<file path="src/rtl/ice51_defs_pkg.sv">
// Shared definitions for the ice51 boot loader: state encodings and the
// default UART timing for a 12 MHz clock at 115200 baud.
package ice51_defs;

  localparam logic [2:0] ST_IDLE      = 3'd0;
  localparam logic [2:0] ST_START     = 3'd1;
  localparam logic [2:0] ST_DATA      = 3'd2;
  localparam logic [2:0] ST_STOP      = 3'd3;
  localparam logic [2:0] ST_WAIT_HIGH = 3'd4;
  localparam logic [2:0] ST_DONE      = 3'd5;

  localparam int CLKS_PER_BIT_DEFAULT = 104;

  typedef enum logic [2:0] {
    S_IDLE      = ST_IDLE,
    S_START     = ST_START,
    S_DATA      = ST_DATA,
    S_STOP      = ST_STOP,
    S_WAIT_HIGH = ST_WAIT_HIGH,
    S_DONE      = ST_DONE
  } ld_state_e;

endpackage

</file>
<file path="src/rtl/ice51_uart_rx_byte.sv">
// 8N1 UART byte receiver: two-flop synchroniser, mid-bit sampling, byte strobe
// and stop-bit framing error. Held in IDLE while i_en is low.
module ice51_uart_rx_byte
  import ice51_defs::*;
#(
  parameter int CLKS_PER_BIT = CLKS_PER_BIT_DEFAULT
) (
  input  logic       i_clk,
  input  logic       i_nrst,
  input  logic       i_en,
  input  logic       i_uart_rx,
  output logic       o_rx_s,
  output logic       o_byte_valid,
  output logic [7:0] o_byte,
  output logic       o_frame_err
);

  localparam int CNT_W = $clog2(CLKS_PER_BIT + 1);
  localparam logic [CNT_W-1:0] CNT_MID  = CNT_W'(CLKS_PER_BIT / 2);
  localparam logic [CNT_W-1:0] CNT_LAST = CNT_W'(CLKS_PER_BIT - 1);

  logic             r_sync1;
  logic             r_rx_s;
  ld_state_e        r_state;
  logic [CNT_W-1:0] r_cnt;
  logic [2:0]       r_bit_idx;
  logic [7:0]       r_shift;

  ld_state_e        w_state_nxt;
  logic [CNT_W-1:0] w_cnt_nxt;
  logic [2:0]       w_bit_nxt;
  logic [7:0]       w_shift_nxt;

  always_ff @(posedge i_clk or posedge i_nrst) begin
    if (i_nrst) begin
      r_sync1   <= 1'b1;
      r_rx_s    <= 1'b1;
      r_state   <= S_IDLE;
      r_cnt     <= '0;
      r_bit_idx <= '0;
      r_shift   <= '0;
    end else begin
      r_sync1   <= i_uart_rx;
      r_rx_s    <= r_sync1;
      r_state   <= w_state_nxt;
      r_cnt     <= w_cnt_nxt;
      r_bit_idx <= w_bit_nxt;
      r_shift   <= w_shift_nxt;
    end
  end

  always_comb begin
    w_state_nxt  = r_state;
    w_cnt_nxt    = r_cnt;
    w_bit_nxt    = r_bit_idx;
    w_shift_nxt  = r_shift;
    o_byte_valid = 1'b0;
    o_frame_err  = 1'b0;
    case (r_state)
      S_IDLE: begin
        if (i_en && !r_rx_s) begin
          w_state_nxt = S_START;
          w_cnt_nxt   = '0;
        end
      end
      S_START: begin
        if (r_cnt == CNT_MID) begin
          // A line that is high again at mid-start was only a glitch.
          if (!r_rx_s) begin
            w_state_nxt = S_DATA;
            w_cnt_nxt   = '0;
            w_bit_nxt   = '0;
          end else begin
            w_state_nxt = S_IDLE;
          end
        end else begin
          w_cnt_nxt = r_cnt + 1'b1;
        end
      end
      S_DATA: begin
        if (r_cnt == CNT_LAST) begin
          w_cnt_nxt   = '0;
          w_shift_nxt = {r_rx_s, r_shift[7:1]};
          w_bit_nxt   = r_bit_idx + 3'd1;
          if (r_bit_idx == 3'd7) w_state_nxt = S_STOP;
        end else begin
          w_cnt_nxt = r_cnt + 1'b1;
        end
      end
      S_STOP: begin
        if (r_cnt == CNT_LAST) begin
          w_cnt_nxt    = '0;
          w_state_nxt  = S_IDLE;
          o_byte_valid = r_rx_s;
          o_frame_err  = !r_rx_s;
        end else begin
          w_cnt_nxt = r_cnt + 1'b1;
        end
      end
      default: w_state_nxt = S_IDLE;
    endcase
    if (!i_en) w_state_nxt = S_IDLE;
  end

  assign o_rx_s = r_rx_s;
  assign o_byte = r_shift;

endmodule

</file>
<file path="src/rtl/ice51_uart_loader.sv">
// Boot loader: writes MEM_SIZE received UART bytes into code memory from
// address 0, then raises o_load_done to release the CPU.
module ice51_uart_loader
  import ice51_defs::*;
#(
  parameter int CLKS_PER_BIT = CLKS_PER_BIT_DEFAULT,
  parameter int MEM_SIZE     = 512,
  parameter int ADDR_W       = 9
) (
  input  logic              i_clk,
  input  logic              i_nrst,
  input  logic              i_uart_rx,
  output logic              o_mem_we,
  output logic [ADDR_W-1:0] o_mem_addr,
  output logic [7:0]        o_mem_wdata,
  output logic              o_load_done,
  output logic              o_frame_err
);

  localparam logic [ADDR_W-1:0] LAST_ADDR = ADDR_W'(MEM_SIZE - 1);

  ld_state_e         r_state;
  logic [ADDR_W-1:0] r_addr;

  ld_state_e         w_state_nxt;
  logic [ADDR_W-1:0] w_addr_nxt;
  logic              w_rx_en;
  logic              w_rx_s;
  logic              w_byte_valid;
  logic [7:0]        w_byte;
  logic              w_frame_err;

  // The receiver only runs while loading; WAIT_HIGH and DONE hold it idle.
  assign w_rx_en = (r_state == S_IDLE);

  ice51_uart_rx_byte #(
    .CLKS_PER_BIT(CLKS_PER_BIT)
  ) u_rx (
    .i_clk       (i_clk),
    .i_nrst      (i_nrst),
    .i_en        (w_rx_en),
    .i_uart_rx   (i_uart_rx),
    .o_rx_s      (w_rx_s),
    .o_byte_valid(w_byte_valid),
    .o_byte      (w_byte),
    .o_frame_err (w_frame_err)
  );

  always_ff @(posedge i_clk or posedge i_nrst) begin
    if (i_nrst) begin
      r_state <= S_IDLE;
      r_addr  <= '0;
    end else begin
      r_state <= w_state_nxt;
      r_addr  <= w_addr_nxt;
    end
  end

  always_comb begin
    w_state_nxt = r_state;
    w_addr_nxt  = r_addr;
    o_mem_we    = 1'b0;
    case (r_state)
      S_IDLE: begin
        if (w_byte_valid) begin
          o_mem_we   = 1'b1;
          w_addr_nxt = r_addr + 1'b1;
          if (r_addr == LAST_ADDR) w_state_nxt = S_DONE;
        end else if (w_frame_err) begin
          w_state_nxt = S_WAIT_HIGH;
        end
      end
      // A held-low line after a bad stop bit must not look like a start bit.
      S_WAIT_HIGH: begin
        if (w_rx_s) w_state_nxt = S_IDLE;
      end
      S_DONE: w_state_nxt = S_DONE;
      default: w_state_nxt = S_IDLE;
    endcase
  end

  assign o_mem_addr  = r_addr;
  assign o_mem_wdata = w_byte;
  assign o_load_done = (r_state == S_DONE);
  assign o_frame_err = w_frame_err;

endmodule

</file>
<file path="config.mk">
export PLATFORM = sky130hd
export DESIGN_NAME = ice51_uart_loader
export DESIGN_NICKNAME = d
export VERILOG_FILES = /design/src/rtl/ice51_defs_pkg.sv /design/src/rtl/ice51_uart_rx_byte.sv /design/src/rtl/ice51_uart_loader.sv
export SDC_FILE = /design/constraint.sdc
export NUM_CORES = 1
export LEC_CHECK = 0
export BUFFER_PORTS_ARGS = -buffer_cell sky130_fd_sc_hd__buf_2
export CAP_MARGIN = 15
export CORE_MARGIN = 3
export CORE_UTILIZATION = 51
export CTS_CLUSTER_SIZE = 12
export DETAILED_ROUTE_END_ITERATION = 10
export HOLD_SLACK_MARGIN = 0.15
export PLACE_DENSITY_LB_ADDON = 0.1
export SLEW_MARGIN = 20
export SYNTH_ARGS = -nofsm -noshare
export SYNTH_HDL_FRONTEND = slang
export SYNTH_SLANG_ARGS = --single-unit
</file>
<file path="constraint.sdc">
create_clock -name i_clk -period 1.94 [get_ports i_clk]
set_clock_uncertainty 0.1 [all_clocks]
set_input_delay 0.194 -clock i_clk [delete_from_list [all_inputs] [get_ports i_clk]]
set_output_delay 0.194 -clock i_clk [all_outputs]
set_load 0.01 [all_outputs]
</file>
After elaboration in Yosys (flattened, before gate mapping)

Cells that the tools add are included.

Bits in registers: 35
Bits in latches: 0
Input port bits: 3
RAM bits: 0
Memory bits (read-only): 0
Memories kept: 0

Shift-type cells: 0
Muxes and demuxes: 28
Bitwise operators: 0
Order comparisons: 0
Add/subtract/negate cells: 3
Div/mod/pow operators: 0
Multipliers: 0
Eq/ne operators: 22
Reductions and logical operators: 13

Operator list:

| cell                                                  | number |
|---|---|
| two-way mux 3 bit                                     | 13 |
| two-way mux 7 bit                                     | 4 |
| inequality test 3 bit, second input constant          | 8 |
| case mux 7 bit (3 select lines)                       | 1 |
| case mux 3 bit (4 select lines)                       | 1 |
| adder 9 x 1 -> 9 bit, second input constant           | 1 |
| == test 3 bit, second input constant                  | 3 |
| == test 9 bit, second input constant                  | 1 |
| case mux 3 bit (3 select lines)                       | 1 |
| inequality test 2 x 1 -> 1 bit, second input constant | 4 |
| adder 7 x 1 -> 7 bit, second input constant           | 1 |
| == test 7 x 6 -> 1 bit, second input constant         | 1 |
| == test 7 bit, second input constant                  | 1 |
| == test 3 x 2 -> 1 bit, second input constant         | 2 |
| zero test 3 bit                                       | 2 |
| two-way mux 1 bit                                     | 6 |
| case mux 3 bit (2 select lines)                       | 1 |
| AND reduction 3 bit                                   | 2 |
| AND reduction 5 bit                                   | 1 |
| AND reduction 2 bit                                   | 2 |
| AND reduction 4 bit                                   | 1 |
| adder 3 x 1 -> 3 bit, second input constant           | 1 |
| == test 3 x 1 -> 1 bit, second input constant         | 1 |
| nonzero test 3 bit                                    | 1 |
| other kinds (6)                                       | 6 |

Longest topological paths before layout

Depth after elaboration: 6
Mapped depth: 7
Gate-level depth less buffers: 7

Cells and area by module

Synthesis repeated with hierarchy kept, for this count alone.

Cell total of the unflattened synthesis: 159
Area total of the unflattened synthesis: 1,721.7 µm²

Modules (own cells, without submodules):

| module             | instances | sequential area each (µm²) | area an instance (µm²) | cells each |
|---|---|---|---|---|
| ice51_uart_rx_byte | 1         | 553.0                      | 1,164.9                | 108 |
| ice51_uart_loader  | 1         | 275.3                      | 556.8                  | 51 |

Worst setup path before layout

Ideal clock, no wire load.

Path kind: reg-to-reg
Start: register u_rx.r_cnt[0]
End: register u_rx.r_cnt[3]
Setup slack: 0.020 ns
Clock period less this slack: 1.920 ns
Cell stages (with the launch flop): 8
Data required time: 1.762 ns
Buffers on the path: 1
Setup time: 0.078 ns
Arrival time: 1.742 ns
Path through: dfrtp_1 > inv_1 > ha_1 > and4b_4 > and4b_4 > buf_6 > or4_1 > a21oi_1

Cells in the longest elaborated chain, start to end: 3
Elaborated cells on any way between the ends: 8

RTL lines:

| what                                                                          | RTL line                                                                     | source |
|---|---|---|
| start: declaration                                                            | ice51_uart_rx_byte.sv:25                                                     | `logic [CNT_W-1:0] r_cnt;` |
| start signal: assignment                                                      | ice51_uart_rx_byte.sv:46                                                     | `r_cnt <= w_cnt_nxt;` |
| adder 7 x 1 -> 7 bit (tied with other cells)                                  | ice51_uart_rx_byte.sv:77, ice51_uart_rx_byte.sv:87, ice51_uart_rx_byte.sv:97 |  |
| two-way mux 7 bit (tied with other cells)                                     | ice51_uart_rx_byte.sv:81, ice51_uart_rx_byte.sv:91                           |  |
| case mux 7 bit (3 select lines) / AND reduction 3 bit (equally long branches) | n/a                                                                          |  |

Several ways; a longest one is shown, not always the timed one.
A chain may end at the register's enable or synchronous reset.

Worst setup path in the final report

Start: register u_rx.r_cnt[1]
End: output o_mem_we

Cells in the longest elaborated chain, start to end: 5

RTL lines:

| what              | RTL line                 | source |
|---|---|---|
| == test 7 bit     | ice51_uart_rx_byte.sv:91 | `if (r_cnt == CNT_LAST) begin` |
| two-way mux 1 bit | ice51_uart_rx_byte.sv:91 |  |
| two-way mux 1 bit | ice51_uart_rx_byte.sv:59 | `case (r_state)` |
| two-way mux 1 bit | ice51_uart_loader.sv:65  | `if (w_byte_valid) begin` |
| two-way mux 1 bit | ice51_uart_loader.sv:63  | `case (r_state)` |
| end: declaration  | ice51_uart_loader.sv:13  | `output logic o_mem_we,` |

Every way passes these cells.

==> impl_metrics.yaml <==
status:
  status: "finished clean"
worst_setup_path:
  worst-endpoint-required_ns: 1.65
  reg2reg_depth: 7
  crit_type: "reg2out"
  crit_path_start_kind: "flip-flop"
  critical_path_arrival_ns: 1.59
  rr_endpoint: "u_rx.r_cnt[6]"
  critPathMaxFanout: 4
  crit_chain: "ha_4 -> and4b_2 -> nand4_1 -> nor2_1 -> buf_2"
  rr_startpoint: "u_rx.r_cnt[1]"
  slowest_delay_ns: 0.42
  end_kind: "primary output"
  crit_start: "u_rx.r_cnt[1]"
  r2r_slack_ns: 0.07
  cp_slowest_cell: "dfrtp_2"
sta:
  rsz0062_at_grt: "yes"
  final.min_clock_period_ns: 1.88
  slew_headroom_pct: 62.0
  worst_pin_slew_ns: 0.566
  hold_ws_ns: 0.258
  period_share_pct: 96.9
  fmax_mhz: 532
  drv_slew: 0
  finalSetupViolCount: 0
  hold_viol_final: 0
global_route:
  grt_max_degree: 34
  grt_antenna_before_repair: 0
  overflow: 0
  grt_pass1_wl_um: 5810
  grt_pass1_vias: 1267
  track_usage_pct: 18.1
routing:
  drtPass1Iterations: 4
  drc_errors: 0
  drtIter0Drc: 57
  routed-via-count: 1318
  viasPerCell: 5.45
  drt_wl_total_um: 3410
  ant_nets: 0
  wl_per_cell_um: 14.1
hold_path:
  hp-class: "reg2reg"
  hold_start: "u_rx.r_sync1"
  hold_end: "u_rx.o_rx_s"
  hold_depth: 0
clocking:
  numCtsBuffers: 5
  clock_sinks: 33
  clock_latency_ns: 0.33
  cts_root_buffer: "clkbuf_4"
  h-tree-depth: 2
  cts_tree: "built"
  clkTransAtPathRegs_ns: 0.10
  clk_path_buf_depth: 2
cells_and_area:
  antenna_cells: 0
  drive_above_1_share_pct: 41.9
  post_layout_nonfiller_instances: 242
  areaGrowthSynthToFinish_pct: 27.0
  nNetsFinal: 209
  stdcell_area_sq_mm: 0.00220
  nFillCells: 262
placement:
  postPlaceCellArea_sq_mm: 0.00197
  hpwl_um: 2370
  post-place-cells: 225
  gp_congestion: 0.817
  portBuffers: 22
yosys:
  avgSynthCellArea_sq_um: 11.4
  synth_ff_type: "dfrtp_1"
  netlist_instances: 152
  synth_seq_cells: 33
  synth_area_sq_mm: 0.00173
  synthArstFlopShare_pct: 100
  yosysSeqAreaShare_pct: 47.9
  syn_nets: 164
  synth-edff-count: 0
  synth_warnings: 0
  synth.distinct_cells: 41
power:
  ir_drop_mv: 0.415
  totalPowerFinal_w: 0.00135
  power_density_mw_per_mm2: 615
  p_leak_nw: 1.09
floorplanning:
  initial_core_util_pct: 54.9
  io-pin-count: 23
  die_h_um: 64.3
  core_area_sq_mm: 0.00315
  rows: 20
  die-area_sq_mm: 0.00413
  die_w_um: 64.3
job:
  max_cap_violations: 0
## synthesized netlist by cell type, types with 2 or more instances
cell      count  area (sq um)
or2_2         2          12.5
nand4_1       5          31.3
mux2_2       13           146
and4b_4       2          27.5
dfstp_2       2          52.6
a21boi_0      3          22.5
xnor2_1       7          61.3
nor2b_1       3          18.8
ha_1          9           113
or4_1         3          22.5
o21ai_0       5          25.0
inv_1         8          30.0
nand2_1       7          26.3
nand3_1       4          20.0
and3_1        6          37.5
dfrtp_1      31           776
nand4b_1      2          17.5
mux2i_1       2          20.0
a21oi_1       5          25.0
clkbuf_1      2          7.51
or3_1         4          25.0
a211oi_1      2          15.0
o31ai_1       4          30.0
nor2_1        4          15.0
## final cells by class
cell class	instances	area, sq um	share of cell area (%)
well taps	44	55.1	2.51
inverters	8	30.0	1.37
repair buffers	42	278	12.6
flip-flops and latches	33	830	37.8
clock buffers	5	37.5	1.71
clock inverters	3	65.1	2.96
multi-input cells	107	902	41.1
## sequential cells by signal, summed over array words and instances, names as in the netlist
signal          count
u_rx.o_rx_s         1
u_rx.r_sync1        1
u_rx.r_bit_idx      3
r_state             2
u_rx.r_cnt          7
o_mem_addr          9
u_rx.o_byte         8
u_rx.r_state        2
## worst max-delay path by stage
stage               slack (ns)  cells after the start            end
global placement         0.005                      7     r_state[2]
global route             -0.06                      5       o_mem_we
CTS                     -0.008                      5    o_frame_err
finish                    0.06                      5       o_mem_we
detailed placement       -0.04                      7     r_state[2]
floorplan                 0.02                      7  u_rx.r_cnt[3]
## layer usage
metal	routed length, um	vias to the layer above	track usage, %
met5	0	-	0
met4	55	0	7.12
met3	97	5	3.69
met2	1710	18	30.4
met1	1550	645	22.8
li1	-	650	-
## stage by stage
stage	worst slack [ns]	utilization [%]	TNS [ns]
detailed placement	-0.0417	62.4	-0.212
CTS	-0.00793	68.2	-0.00793
global placement	0.00492	62.4	0
floorplan	0.0201	-	0
finish	0.0597	69.7	0
global route	-0.0639	69.7	-0.118
## placed cells by master, fill, tap and decap left out, types with 4 or more instances in the layout
cell and count:
nand3_1 4, o21ai_0 5, ha_1 6, buf_4 17
buf_2 22, inv_1 8, or3_1 4, o31ai_1 4
dfrtp_1 30, mux2_2 13, nor2_1 4, nand2_1 7
and3_1 6, nand4_1 5, clkbuf_4 5, xnor2_1 7
## logic make-up (layout without fill, tap and decap cells)
| kind of cell | Yosys count | in the layout | share of synthesized area, % |
|---|---|---|---|
| flops | 33 | 33 | 47.9 |
| compound gates | 26 | 26 | 9.91 |
| xor+xnor | 8 | 8 | 4.05 |
| fa+ha+maj | 9 | 9 | 6.51 |
| buf+inv | 12 | 58 | 3.11 |
| simple gates | 49 | 49 | 18.9 |
| mux | 15 | 15 | 9.62 |
## repair_timing
item / CTS / global route
endpoints found under the hold margin: 34 / 0
hold buffers: 2 / 0
gates resized for setup: 4 / 10
setup endpoints to repair: 12 / 20
pin swaps: 7 / 7
setup buffers: 5 / 2
## critical path: cells and delay by family, from the launching register on
family / cells / cell delay, ns
DFF: 1 / 0.42
buffers and inverters: 1 / 0.15
adders and majority gates: 1 / 0.14
and+or+nand+nor: 3 / 0.54
## power breakdown
group / switching (W) / internal (W) / total, W
clock: 0.000235 / 0.000399 / 0.000634
sequential: 0.00000300 / 0.000691 / 0.000694
combinational: 0.0000162 / 0.00000643 / 0.0000226
Power figures use the tool's default switching activity.
